### src/rtl/vga_sync_porch.sv
// VGA porch/sync inserter: rebuilds a frame-locked column/row count from the
// active-region syncs and emits blanked video with active-low syncs, 2 clocks late.
module vga_sync_porch #(
    parameter int TOTAL_COLS    = 800,
    parameter int TOTAL_ROWS    = 525,
    parameter int ACTIVE_COLS   = 640,
    parameter int ACTIVE_ROWS   = 480,
    parameter int FRONT_PORCH_H = 16,
    parameter int BACK_PORCH_H  = 48,
    parameter int FRONT_PORCH_V = 10,
    parameter int BACK_PORCH_V  = 33,
    parameter int VIDEO_WIDTH   = 4
) (
    input  logic                   i_Clk,
    input  logic                   i_Reset,
    input  logic                   i_HSync,
    input  logic                   i_VSync,
    input  logic [VIDEO_WIDTH-1:0] i_Red_Video,
    input  logic [VIDEO_WIDTH-1:0] i_Grn_Video,
    input  logic [VIDEO_WIDTH-1:0] i_Blu_Video,
    output logic                   o_HSync,
    output logic                   o_VSync,
    output logic [VIDEO_WIDTH-1:0] o_Red_Video,
    output logic [VIDEO_WIDTH-1:0] o_Grn_Video,
    output logic [VIDEO_WIDTH-1:0] o_Blu_Video,
    output logic                   o_Locked,
    output logic                   o_Resync_Err
);
    localparam int COL_W = $clog2(TOTAL_COLS);
    localparam int ROW_W = $clog2(TOTAL_ROWS);

    localparam logic [COL_W-1:0] COL_LAST = COL_W'(TOTAL_COLS - 1);
    localparam logic [ROW_W-1:0] ROW_LAST = ROW_W'(TOTAL_ROWS - 1);
    localparam logic [COL_W-1:0] COL_ACT  = COL_W'(ACTIVE_COLS);
    localparam logic [ROW_W-1:0] ROW_ACT  = ROW_W'(ACTIVE_ROWS);
    localparam logic [COL_W-1:0] HS_FIRST = COL_W'(ACTIVE_COLS + FRONT_PORCH_H);
    localparam logic [COL_W-1:0] HS_LAST  = COL_W'(TOTAL_COLS - BACK_PORCH_H - 1);
    localparam logic [ROW_W-1:0] VS_FIRST = ROW_W'(ACTIVE_ROWS + FRONT_PORCH_V);
    localparam logic [ROW_W-1:0] VS_LAST  = ROW_W'(TOTAL_ROWS - BACK_PORCH_V - 1);

    typedef enum logic {
        ST_UNLOCKED,
        ST_LOCKED
    } lock_state_e;

    lock_state_e            state_q, state_d;
    logic                   vsync_prev_q;
    logic [COL_W-1:0]       col_q, col_d;
    logic [ROW_W-1:0]       row_q, row_d;
    logic                   resync_err_q, resync_err_d;
    logic [VIDEO_WIDTH-1:0] red_q, grn_q, blu_q;
    logic                   hsync_q, hsync_d;
    logic                   vsync_q, vsync_d;
    logic [VIDEO_WIDTH-1:0] red_out_q, red_out_d;
    logic [VIDEO_WIDTH-1:0] grn_out_q, grn_out_d;
    logic [VIDEO_WIDTH-1:0] blu_out_q, blu_out_d;

    logic frame_start;
    logic at_frame_end;
    logic in_hsync;
    logic in_vsync;
    logic in_active;
    logic hsync_unused;

    // Horizontal timing comes entirely from the counter; i_HSync is accepted but not needed.
    assign hsync_unused = i_HSync;

    assign frame_start  = i_VSync & ~vsync_prev_q;
    assign at_frame_end = (col_q == COL_LAST) && (row_q == ROW_LAST);

    always_comb begin
        state_d      = state_q;
        resync_err_d = 1'b0;
        col_d        = col_q + 1'b1;
        row_d        = row_q;
        if (col_q == COL_LAST) begin
            col_d = '0;
            row_d = (row_q == ROW_LAST) ? '0 : row_q + 1'b1;
        end
        if (frame_start) begin
            col_d        = '0;
            row_d        = '0;
            state_d      = ST_LOCKED;
            resync_err_d = (state_q == ST_LOCKED) && !at_frame_end;
        end
    end

    assign in_hsync  = (col_q >= HS_FIRST) && (col_q <= HS_LAST);
    assign in_vsync  = (row_q >= VS_FIRST) && (row_q <= VS_LAST);
    assign in_active = (col_q < COL_ACT) && (row_q < ROW_ACT);

    // Stage 2 keys off the lock state that travelled with the stage-1 pixel.
    always_comb begin
        hsync_d   = 1'b1;
        vsync_d   = 1'b1;
        red_out_d = '0;
        grn_out_d = '0;
        blu_out_d = '0;
        if (state_q == ST_LOCKED) begin
            hsync_d = ~in_hsync;
            vsync_d = ~in_vsync;
            if (in_active) begin
                red_out_d = red_q;
                grn_out_d = grn_q;
                blu_out_d = blu_q;
            end
        end
    end

    always_ff @(posedge i_Clk or posedge i_Reset) begin
        if (i_Reset) begin
            state_q      <= ST_UNLOCKED;
            vsync_prev_q <= 1'b0;
            col_q        <= '0;
            row_q        <= '0;
            resync_err_q <= 1'b0;
            red_q        <= '0;
            grn_q        <= '0;
            blu_q        <= '0;
            hsync_q      <= 1'b1;
            vsync_q      <= 1'b1;
            red_out_q    <= '0;
            grn_out_q    <= '0;
            blu_out_q    <= '0;
        end else begin
            state_q      <= state_d;
            vsync_prev_q <= i_VSync;
            col_q        <= col_d;
            row_q        <= row_d;
            resync_err_q <= resync_err_d;
            red_q        <= i_Red_Video;
            grn_q        <= i_Grn_Video;
            blu_q        <= i_Blu_Video;
            hsync_q      <= hsync_d;
            vsync_q      <= vsync_d;
            red_out_q    <= red_out_d;
            grn_out_q    <= grn_out_d;
            blu_out_q    <= blu_out_d;
        end
    end

    assign o_HSync      = hsync_q;
    assign o_VSync      = vsync_q;
    assign o_Red_Video  = red_out_q;
    assign o_Grn_Video  = grn_out_q;
    assign o_Blu_Video  = blu_out_q;
    assign o_Locked     = (state_q == ST_LOCKED);
    assign o_Resync_Err = resync_err_q;

endmodule

### config.mk
export PLATFORM = sky130hd
export DESIGN_NAME = vga_sync_porch
export DESIGN_NICKNAME = d
export VERILOG_FILES = /design/src/rtl/vga_sync_porch.sv
export SDC_FILE = /design/constraint.sdc
export NUM_CORES = 1
export LEC_CHECK = 0
export BUFFER_PORTS_ARGS = -buffer_cell sky130_fd_sc_hd__clkbuf_2
export CORE_MARGIN = 2
export CORE_UTILIZATION = 55
export CTS_CLUSTER_DIAMETER = 30
export DETAILED_ROUTE_END_ITERATION = 6
export PLACE_DENSITY = 0.85
export SETUP_SLACK_MARGIN = 0.3
export SYNTH_ARGS = -nofsm -noshare
export SYNTH_HDL_FRONTEND = slang
export SYNTH_SLANG_ARGS = --single-unit
### constraint.sdc
create_clock -name i_Clk -period 2.1 [get_ports i_Clk]
set_input_delay 0.42 -clock i_Clk [delete_from_list [all_inputs] [get_ports i_Clk]]
set_output_delay 0.42 -clock i_Clk [all_outputs]
set_load 0.01 [all_outputs]
== Yosys cells after proc, flatten, opt, wreduce, memory -nomap -nowiden ==
Cells that the tools add are included.
Storage, ports and cells
  flip-flop bits (word level): 49
  input port bits: 16
  output and inout bits: 16
  logic and storage cells: 48
Operators by class
  $add $sub $neg: 2
  magnitude comparators: 6
  eq/ne operators: 2
  mux-type cells: 14
  bitwise logic cells: 4
  reductions and logical operators: 7
Operators by type and width (count)
  two-way mux 10 bit: 5
  two-way mux 4 bit: 6
  adder 10 x 1 -> 10 bit (second input constant): 2
  == test 10 bit (second input constant): 2
  >= comparator 10 bit (second input constant): 1
  >= comparator 10 x 9 -> 1 bit (second input constant): 1
  less-or-equal comparator 10 bit (second input constant): 1
  less-or-equal comparator 10 x 9 -> 1 bit (second input constant): 1
  < comparator 10 bit (second input constant): 1
  < comparator 10 x 9 -> 1 bit (second input constant): 1
  logical AND 1 bit: 5
  two-way mux 1 bit: 3
  NOT 1 bit: 3
  nonzero test 2 bit: 1
  AND 1 bit: 1
  zero test 1 bit: 1

== Longest topological paths before layout ==
  depth after elaboration: 5
  depth in mapped cells: 6
  gate-level depth less buffers: 6

== Worst setup path before layout ==
Ideal clock, no wire load.
  path kind: register to register
  start point: register col_q[0]
  end point: register row_q[9]
  library setup time: 0.073 ns
  data arrival time: 1.788 ns
  required time: 2.027 ns
  setup slack: 0.239 ns
  stages on the path, launching flop included: 6
  path buffers: 0
  period minus slack after synthesis: 1.861 ns
  path through: dfrtp_1 -> ha_1 -> nand4_4 -> or4_1 -> or3_1 -> a21oi_2
Between the ends
  word-level cells in the longest chain between the ends: 2
Ends and longest elaborated chain
  start, declared: RTL line 48  | logic [COL_W-1:0] col_q, col_d;
  start signal, assigned: RTL line 128  | col_q <= col_d;
  == test 10 bit: RTL line 76  | if (col_q == COL_LAST) begin
  nonzero test 2 bit (no source line)
  end signal, assigned: RTL line 129  | row_q <= row_d;
  end, declared: RTL line 49  | logic [ROW_W-1:0] row_q, row_d;
No other way between the ends.
A chain may end at the register's enable or synchronous reset.

== Worst setup path in the final report ==
  start point: register col_q[7]
  end point: register row_q[9]
Same word-level chain as after synthesis.

==> out/qor.csv <==
metric;value;unit
status;completed;
CTS H-tree lvls;2;
worst hold path type;in2async;
RSZ-0062 raised after global routing;true;
largest area contributor in the netlist;dfrtp_1;
#FFs+latches synth;49;
R2R Setup Slk;0.32;ns
fin area;2460;um^2
MaxCap Viol Count;0;
row count;22;
dpl hpwl;2270;um
Hold WS;0.124;ns
Highest Clock Rate;561;MHz
worst path required time;2.34;ns
PortBufs;30;
DRT iter0 DRCs;133;
register area share after synthesis;60.9;%
final-report max-slew violation count;0;
Final Hold Viols;0;
fin crit period;1.78;ns
Comb power frac;9.3;%
Post-Place Worst Slack;0.189;ns
Hold Buf Count CTS;0;
Primary FF master, synth;dfrtp_1;
Die Area;4170;um^2
WS Path Type;reg2reg;
Mapped Area;2020;um^2
setup ws final;0.318;ns
num ports;32;
CTS root buf;clkbuf_8;
CP Capture Type;register;
GRT Overall Usage;18.6;%
P per Cell Area;734;nW/um^2
switch share;24.9;%
relative slew slack;62.6;%
Vias/cell;5.20;
die width;64.6;um
CP max FO;9;
wire per inst;13.4;um
share of the synthesized area in the top cell type;58.3;%
Post-synth EDFFs;0;
number of fill cells;263;
clock network power share;32.8;%
Avg Cell Area, Syn;11.9;um^2
Met1 Wirelength;1460;um
Clock Path Buffers;2;
post-synthesis cell type count;36;
Leak;1.14;nW
DRC Markers;0;
wire length on met3;183;um
pin count of the biggest net entering global routing;50;
Clock Latency Late Sink;0.31;ns
Area Overhead vs Synth;22.1;%
CTS sink count;49;
Pint;1.36;mW
most frequent cells in the layout;dfrtp_1 (45), clkbuf_2 (30), nor2_1 (15), buf_4 (14), and2_1 (13);
Sequential Power Share;57.8;%
vias in the first global route;1201;
gr ovfl total;0;
DP Area;2240;um^2
Synth Net Count;191;
critical path arrival;2.02;ns
async set or reset register ratio after synthesis;100;%
total CTS buffers;5;
Sw Pwr;449;uW
synth warn;0;
first-pass GRT wire length;5770;um
Pre-antenna DRT Iters;4;
Final Cycle Share;84.9;%
share of cells above drive strength 1;31.9;%
DR vias;1373;
CTS clk-pin slew, worst paths;0.09;ns
Setup Skew;0.00285;ns
Initial Utilization;56.0;%
worst slew pin tran;0.559;ns
initial antenna violation count;0;
uppermost layer routed;met4;
GP Congestion;0.796;
total core area;3610;um^2
n_diodes;0;
VDD IR max;0.500;mV
synthesized instance count;170;
Synth area leaders;dfrtp_1 (58%), and2_1 (4.0%), ha_1 (3.1%);
met2 wire len;1820;um
Nets;236;
chip height;64.6;um
Final ANT Viol Nets;0;
setup TNS;0;ns
CTS tree;built;
CP startpoint kind;register;
most common cell after layout, fill and taps aside;dfrtp_1;
final WL;3540;um
final setup fails;0;
-- synthesized netlist by cell type (2+ instances only) --
cell / number
nor2b_1: 2
a31oi_1: 2
and2_1: 13
or4_1: 2
o31ai_1: 2
nand2b_1: 3
nand4_1: 7
nand4bb_1: 2
a21oi_1: 2
xor2_1: 6
xnor2_1: 7
mux2i_1: 2
clkbuf_1: 6
o21ai_0: 3
nor4_1: 6
or3_1: 2
or2_2: 2
dfrtp_1: 47
nand2_1: 3
nand3_1: 7
inv_1: 8
nor3_1: 3
nor2_1: 15
dfstp_2: 2
ha_1: 5
-- through the flow --
stage	instances	util (%)	power, mW
4_1_cts	254	65.9	1.82
5_1_grt	264	68.3	1.90
3_5_place_dp	243	62.1	1.20
3_3_place_gp	243	62.1	1.20
6_report	264	68.3	1.81
2_1_floorplan	170	-	1.15
-- cell families (layout without fill, tap and decap cells) --
family,count (synthesis),after routing,share of synthesized area (%)
simple gates,74,74,22.6
flops,49,49,60.9
buf+inv,15,61,2.85
xor+xnor,13,13,5.64
compound gates,12,12,3.97
fa+ha+maj,5,5,3.10
mux,2,2,0.992
-- flip-flops by register name, indices dropped and copies added, names as in the netlist, 4 cells and up --
name and cells:
o_Red_Video 4, row_q 10, blu_q 4, grn_q 4, o_Grn_Video 4, col_q 10, o_Blu_Video 4, red_q 4
-- timing repair --
action / CTS / global route
resized for setup: 2 / 4
gates cloned: 0 / 0
setup endpoints to repair: 6 / 13
buffers inserted: 3 / 10
pin swaps: 0 / 5
-- per-layer routing --
metal | vias to the layer above | GRT usage, %
li1 | 665 | -
met1 | 663 | 24.1
met2 | 36 | 29.3
met3 | 9 | 5.73
met4 | 0 | 7.98
met5 | - | 0
-- critical path, stage by stage, from the launching register on --
cell,delay (ns)
dfrtp_1,0.42
nand3b_4,0.23
or4_4,0.57
or3_4,0.38
a21oi_2,0.13
-- power groups by stage --
stage	registers (mW)	clock network [mW]	logic [mW]
after floorplan	1.07	0	0.0858
after global placement	1.07	0	0.130
after detailed placement	1.07	0	0.136
after CTS	1.05	0.613	0.158
after global routing	1.05	0.659	0.191
final	1.05	0.594	0.168
-- final cells by class --
| class | instances | area [um^2] | area share [%] |
|---|---|---|---|
| Clock buffer | 6 | 82.6 | 3.35 |
| Clock inverter | 2 | 17.5 | 0.711 |
| Timing Repair Buffer | 45 | 275 | 11.2 |
| Multi-Input combinational cell | 106 | 767 | 31.1 |
| Inverter | 8 | 30.0 | 1.22 |
| Sequential cell | 49 | 1230 | 50.0 |
| Tap cell | 48 | 60.1 | 2.44 |
-- worst paths after layout --
path,start,end,depth (start not counted)
setup / recovery,col_q[7]$_DFF_PP0_,row_q[9]$_DFFE_PP0P_,4
min in group i_Clk,i_Blu_Video[0],blu_q[0]$_DFF_PP0_,1
max in group asynchronous,i_Reset,o_HSync$_DFF_PP1_,3
hold / removal,i_Reset,blu_q[1]$_DFF_PP0_,3
setup reg to reg,col_q[7]$_DFF_PP0_,row_q[9]$_DFFE_PP0P_,4
hold reg to reg,red_q[1]$_DFF_PP0_,o_Red_Video[1]$_DFF_PP0_,1
Power figures use the tool's default switching activity.
